### src/rtl/result_pkg.sv
// ============================================================================
// result_pkg
// Shared definitions for the result path: result word width, upstream mode
// encodings, and the helper that classifies modes for the capture policy.
// ============================================================================
package result_pkg;

    // Width of the result word produced by the upstream mux.
    localparam int unsigned RES_W  = 4;
    localparam int unsigned MODE_W = 2;

    // Upstream mux mode select.
    typedef enum logic [MODE_W-1:0] {
        MODE_ADD  = 2'b00,
        MODE_HOLD = 2'b01,
        MODE_CNT  = 2'b10,
        MODE_BAD  = 2'b11
    } mode_e;

    typedef logic [RES_W-1:0] res_t;

    // Adder and counter results are logged unconditionally.
    function automatic logic mode_always_captures(input mode_e mode);
        return (mode == MODE_ADD) || (mode == MODE_CNT);
    endfunction

endpackage : result_pkg

### src/rtl/sync_fifo_fwft.sv
// ============================================================================
// sync_fifo_fwft
// Synchronous first-word-fall-through FIFO with a registered head output.
// The head word, valid, empty, full and level are all registered; a push into
// an empty FIFO is visible on rdata_o the cycle after the writing edge.
//
// Ports:
//   clk_i    : clock, rising edge
//   rst_i    : synchronous active-high reset, clears pointers and level
//   push_i   : write wdata_i at the tail (ignored when full and not popping)
//   pop_i    : remove the head entry (ignored when empty)
//   wdata_i  : write data
//   rdata_o  : head entry, 0 when empty
//   valid_o  : FIFO non-empty
//   empty_o  : no entries
//   full_o   : level == DEPTH
//   level_o  : current entry count
// ============================================================================
module sync_fifo_fwft #(
    parameter  int unsigned DEPTH = 4,
    parameter  int unsigned W     = 4,
    localparam int unsigned PTR_W = $clog2(DEPTH),
    localparam int unsigned LVL_W = $clog2(DEPTH) + 1
) (
    input  logic             clk_i,
    input  logic             rst_i,
    input  logic             push_i,
    input  logic             pop_i,
    input  logic [W-1:0]     wdata_i,
    output logic [W-1:0]     rdata_o,
    output logic             valid_o,
    output logic             empty_o,
    output logic             full_o,
    output logic [LVL_W-1:0] level_o
);

    logic [W-1:0]     mem_q [DEPTH];
    logic [PTR_W-1:0] wr_ptr_q, wr_ptr_d;
    logic [PTR_W-1:0] rd_ptr_q, rd_ptr_d;
    logic [LVL_W-1:0] level_q, level_d;
    logic [W-1:0]     rdata_q, rdata_d;
    logic             valid_q, empty_q, full_q;
    logic             do_pop, do_push;

    // Next-state for pointers, level and the registered head word.
    always_comb begin
        do_pop   = pop_i & ~empty_q;
        do_push  = push_i & (~full_q | do_pop);
        wr_ptr_d = wr_ptr_q;
        rd_ptr_d = rd_ptr_q;
        level_d  = level_q;
        rdata_d  = '0;

        if (do_push) begin
            wr_ptr_d = PTR_W'(wr_ptr_q + PTR_W'(1));
        end
        if (do_pop) begin
            rd_ptr_d = PTR_W'(rd_ptr_q + PTR_W'(1));
        end

        unique case ({do_push, do_pop})
            2'b10:   level_d = LVL_W'(level_q + LVL_W'(1));
            2'b01:   level_d = LVL_W'(level_q - LVL_W'(1));
            default: level_d = level_q;
        endcase

        // The next head is the word being written right now when the write
        // slot coincides with the next read slot (empty or level-1 pop).
        if (level_d != '0) begin
            if (do_push && (wr_ptr_q == rd_ptr_d)) begin
                rdata_d = wdata_i;
            end else begin
                rdata_d = mem_q[rd_ptr_d];
            end
        end
    end

    // State registers; storage is only written outside reset.
    always_ff @(posedge clk_i) begin
        if (rst_i) begin
            wr_ptr_q <= '0;
            rd_ptr_q <= '0;
            level_q  <= '0;
            rdata_q  <= '0;
            valid_q  <= 1'b0;
            empty_q  <= 1'b1;
            full_q   <= 1'b0;
        end else begin
            if (do_push) begin
                mem_q[wr_ptr_q] <= wdata_i;
            end
            wr_ptr_q <= wr_ptr_d;
            rd_ptr_q <= rd_ptr_d;
            level_q  <= level_d;
            rdata_q  <= rdata_d;
            valid_q  <= (level_d != '0);
            empty_q  <= (level_d == '0);
            full_q   <= (level_d == LVL_W'(DEPTH));
        end
    end

    assign rdata_o = rdata_q;
    assign valid_o = valid_q;
    assign empty_o = empty_q;
    assign full_o  = full_q;
    assign level_o = level_q;

endmodule : sync_fifo_fwft

### src/rtl/result_logger.sv
// ============================================================================
// result_logger
// Logs results from the adder/counter/hold mux into an FWFT FIFO using a
// per-mode capture policy, keeps a saturating running sum of logged values,
// a sticky overflow flag and a one-cycle illegal-mode error pulse.
//
// Ports:
//   clk        : clock, rising edge
//   rst        : synchronous active-high reset
//   din        : result word from the upstream mux
//   din_valid  : din/sel qualify this cycle
//   sel        : upstream mode (00 adder, 10 counter, 01 hold, 11 illegal)
//   rd_en      : pop request from the consumer
//   dout       : oldest entry, 0 when empty
//   dout_valid : FIFO non-empty
//   empty      : no entries
//   full       : level == DEPTH
//   level      : entry count
//   sum        : saturating sum of every logged value
//   overflow   : sticky, a capture was dropped because the FIFO was full
//   err        : one-cycle pulse after a valid word with the illegal mode
// ============================================================================
module result_logger
    import result_pkg::*;
#(
    parameter  int unsigned DEPTH = 4,
    parameter  int unsigned SUM_W = 8,
    localparam int unsigned LVL_W = $clog2(DEPTH) + 1
) (
    input  logic              clk,
    input  logic              rst,
    input  logic [RES_W-1:0]  din,
    input  logic              din_valid,
    input  logic [MODE_W-1:0] sel,
    input  logic              rd_en,
    output logic [RES_W-1:0]  dout,
    output logic              dout_valid,
    output logic              empty,
    output logic              full,
    output logic [LVL_W-1:0]  level,
    output logic [SUM_W-1:0]  sum,
    output logic              overflow,
    output logic              err
);

    mode_e            mode;
    res_t             last_cap_q, last_cap_d;
    logic             last_ok_q, last_ok_d;
    logic [SUM_W-1:0] sum_q, sum_d;
    logic             overflow_q, overflow_d;
    logic             err_q, err_d;
    logic [SUM_W:0]   sum_wide;
    logic             hold_new;
    logic             cap;
    logic             push;
    logic             fifo_full;

    assign mode = mode_e'(sel);

    // Capture policy, push qualification, sum and flag next-state.
    always_comb begin
        last_cap_d = last_cap_q;
        last_ok_d  = last_ok_q;
        sum_d      = sum_q;
        overflow_d = overflow_q;
        err_d      = 1'b0;

        // Hold mode suppresses repeats of the last logged value from any mode.
        hold_new = ~last_ok_q | (din != last_cap_q);
        cap      = din_valid &
                   (mode_always_captures(mode) | ((mode == MODE_HOLD) & hold_new));
        // A concurrent pop frees a slot, so a full FIFO still accepts the word.
        push     = cap & (~fifo_full | rd_en);
        sum_wide = (SUM_W + 1)'(sum_q) + (SUM_W + 1)'(din);

        if (din_valid && (mode == MODE_BAD)) begin
            err_d = 1'b1;
        end

        if (push) begin
            last_cap_d = din;
            last_ok_d  = 1'b1;
            sum_d      = sum_wide[SUM_W] ? '1 : sum_wide[SUM_W-1:0];
        end else if (cap) begin
            overflow_d = 1'b1;
        end
    end

    always_ff @(posedge clk) begin
        if (rst) begin
            last_cap_q <= '0;
            last_ok_q  <= 1'b0;
            sum_q      <= '0;
            overflow_q <= 1'b0;
            err_q      <= 1'b0;
        end else begin
            last_cap_q <= last_cap_d;
            last_ok_q  <= last_ok_d;
            sum_q      <= sum_d;
            overflow_q <= overflow_d;
            err_q      <= err_d;
        end
    end

    sync_fifo_fwft #(
        .DEPTH (DEPTH),
        .W     (RES_W)
    ) u_fifo (
        .clk_i   (clk),
        .rst_i   (rst),
        .push_i  (push),
        .pop_i   (rd_en),
        .wdata_i (din),
        .rdata_o (dout),
        .valid_o (dout_valid),
        .empty_o (empty),
        .full_o  (fifo_full),
        .level_o (level)
    );

    assign full     = fifo_full;
    assign sum      = sum_q;
    assign overflow = overflow_q;
    assign err      = err_q;

endmodule : result_logger
### config.mk
export PLATFORM = sky130hd
export DESIGN_NAME = result_logger
export DESIGN_NICKNAME = d
export VERILOG_FILES = /design/src/rtl/result_pkg.sv /design/src/rtl/sync_fifo_fwft.sv /design/src/rtl/result_logger.sv
export SDC_FILE = /design/constraint.sdc
export NUM_CORES = 1
export LEC_CHECK = 0
export CAP_MARGIN = 15
export CORE_ASPECT_RATIO = 0.75
export CORE_MARGIN = 5
export CORE_UTILIZATION = 57
export CTS_BUF_LIST = sky130_fd_sc_hd__clkbuf_4
export CTS_CLUSTER_SIZE = 14
export DETAILED_ROUTE_END_ITERATION = 7
export GPL_ROUTABILITY_DRIVEN = 1
export PLACE_DENSITY = 0.88
export SYNTH_ARGS = -nofsm -noshare
export SYNTH_HDL_FRONTEND = slang
export SYNTH_SLANG_ARGS = --single-unit
### constraint.sdc
create_clock -name clk -period 3.85 [get_ports clk]
set_input_delay 0.5775 -clock clk [delete_from_list [all_inputs] [get_ports clk]]
set_output_delay 0.5775 -clock clk [all_outputs]
set_load 0.02 [all_outputs]
==> flow_metrics.tcl <==
set metrics [dict create \
    status "finished, final reports clean" \
    synth.most_common_cell "dfxtp_1" \
    ys_seq_elements 45 \
    cts_tree "built" \
    grt_pass1_wl_um 7900 \
    synth_flop_cell "dfxtp_1" \
    ctsLongestPathBuffers 2 \
    n_fill_cell 315 \
    tightest_slew_ns 1.043 \
    synth-edff-count 16 \
    skew_ns 0.01202 \
    dpl.hpwl_um 3484 \
    startpoint "din[3]" \
    synthArstFlopShare_pct 0 \
    cts_sinks 45 \
    cts_made_buffers 5 \
    nNetsFinal 273 \
    crit_fanout 10 \
    fin_total_pwr_mw 1.260 \
    cts_root_buf "clkbuf_4" \
    critPathSlowestCell "clkdlybuf4s50_1" \
    start_util_pct 58.24 \
    grt_overflow 0 \
    holdBufCountCts 0 \
    post-cts-setup-buffer-count 0 \
    die_h_um 65.22 \
    timing.final.crit_period_ns 3.466 \
    grt_pass1_vias 1668 \
    busiest_layer "met2" \
    p_leak_nw 1.025 \
    crit_required_ns 4.14 \
    syn_to_final_growth_pct 17.76 \
    grt_max_degree 29 \
    gr-usage-met1_pct 24.60 \
    syn_inst 219 \
    clkLatencyLatePin_ns 0.35 \
    critPathTopFamily "compound AO/OA/AOI/OAI gates" \
    syn_nets 240 \
    worst_hold_startpoint "last_ok_q" \
    multiInputGateArea_mm2 0.001125 \
    grtUsageMet3_pct 4.762 \
    synth_top_area_share_pct 25.05 \
    wire_per_inst_um 15.20 \
    pre_cts_slack_ns 0.01693 \
    cts_max_level 2 \
    vias 1690 \
    dieArea_mm2 0.005454 \
    slew_headroom_pct 30.35 \
    path_cells "clkdlybuf4s50_1, nor2b_1, a2111oi_4, a21oi_2, and2_1, inv_1, ha_1, inv_1, fa_1, xor2_1, or3_1, a31oi_2, nand2_1, mux2i_1" \
    tns_ns 0 \
    grt_use_met2_pct 29.17 \
    r2r_start "last_cap_q[3]" \
    drc 0 \
    post-route-period-util_pct 90.03 \
    gp_congestion 0.8371 \
    drt-vias-per-instance 5.487 \
    hold_path_class "reg2reg" \
    crit_top_cell "inv_1" \
    port_buffers 29 \
    maxCapViolCount 0 \
    ys_types 43 \
    ys_seq_area_share_pct 45.79 \
    cp-start-kind "input pin" \
    path_clk_slew_ns 0.12 \
    final_core_util_pct 68.58 \
    hold_ws_ns 0.4832 \
    worstPathArrival_ns 3.76 \
    endpoint_kind "flop" \
    fp.dieW_um 83.63 \
    critPathKind "in2reg" \
    drt_iter0_drc 136 \
    wl_um 4681 \
    cp_num_buf_inv 3 \
    yosysWarnings 0 \
    synth_top_area_cell "dfxtp_1" \
    syn-cell-area_mm2 0.002317 \
    hold_viol_final 0 \
    synthTopCellsByArea "dfxtp_1 (25%), edfxtp_1 (21%), mux2i_1 (10%)" \
    ctsResizeCount 0 \
    yosys-top-cells-count "dfxtp_1 (29), nor2_1 (26), mux2i_1 (24)" \
    drive_gt1_share_pct 9.881 \
    io_pins 30 \
    rsz0062_at_grt "false" \
    setup_viol 0 \
    first_pass_iters 4 \
    final.setup.worst_slack_ns 0.3839 \
    ant_nets 0 \
    power.density_mw_per_mm2 461.8 \
    slew_violations 0 \
    grt_usage_pct 18.58 \
    core_area_mm2 0.003979 \
    ir_worst_vdd_mv 0.3139 \
    fmax_mhz 288.5 \
    antenna_cells 0 \
    num_rows 20 \
    register_area_mm2 0.001061 \
    antenna_found_initial 0 \
    syn_area_per_cell_um2 10.58 \
    critical-path-max-stage-delay_ns 0.56 \
]
final timing paths:
kind	endpoint	slack (ns)	cells past startpoint
worst max-delay path	u_fifo.rdata_o[0]	0.38	14
worst min-delay path	last_ok_q	0.48	2
worst max register to register	u_fifo.rdata_o[0]	0.76	13
worst min register to register	last_ok_q	0.48	2
kinds of logic after synthesis:
logic type	count (synthesis)	share of synthesized area, %
flops	45	45.79
buf+inv	31	5.669
fa+ha+maj	11	6.588
mux	29	14.74
compound gates	32	10.80
xor+xnor	8	3.024
simple gates	63	13.39
sequential cells by signal (all words and copies together), names as in the netlist:
signal	count
u_fifo.level_o	3
sum	8
overflow	1
last_cap_q	4
u_fifo.rdata_o	4
u_fifo.valid_o	1
u_fifo.empty_o	1
last_ok_q	1
u_fifo.rd_ptr_q	2
u_fifo.wr_ptr_q	2
u_fifo.mem_q	16
u_fifo.full_o	1
err	1
layout by cell type, fill, tap and decap left out, drive strengths merged, types with 3 or more instances in the layout:
| cell type | count |
|---|---|
| o21ai | 6 |
| and4b | 3 |
| dfxtp | 29 |
| ha | 9 |
| xor2 | 6 |
| nor2 | 26 |
| nand2 | 15 |
| clkdlybuf4s50 | 29 |
| mux2i | 24 |
| buf | 6 |
| edfxtp | 16 |
| clkbuf | 7 |
| mux4 | 4 |
| a211oi | 3 |
| inv | 22 |
| nor2b | 3 |
| a21oi | 7 |
| a311oi | 4 |
| a31oi | 3 |
| nand2b | 6 |
routing by layer:
layer	vias up	routed length, um
met1	799	2214
met4	0	64
met5	-	0
li1	830	-
met3	7	322
met2	54	2080
per-stage QoR:
stage	cell area, um^2	std cells
final	2729	308
after global placement	2673	300
after detailed placement	2673	300
after CTS	2729	308
after global routing	2729	308
after floorplan	2317	219
cell type report:
class | instances | area share, %
timing repair buffer | 35 | 12.29
clock inverter | 1 | 0.1376
sequential | 45 | 38.88
tap | 55 | 2.522
multi-input combinational | 143 | 41.22
inverter | 22 | 3.026
clock buffer | 7 | 1.926
power breakdown:
group	internal [mW]	leakage, nW	total (mW)	switching, mW
Combinational	0.212	0.608	0.430	0.218
Sequential	0.547	0.383	0.605	0.0579
Clock	0.0845	0.0338	0.225	0.141
Total	0.843	1.02	1.26	0.417
worst min-delay path: stages (launching register included):
cell and delay, ns:
dfxtp_1 0.34, nor2_1 0.05, nor2_1 0.07
(Power assumes the default switching activity.)
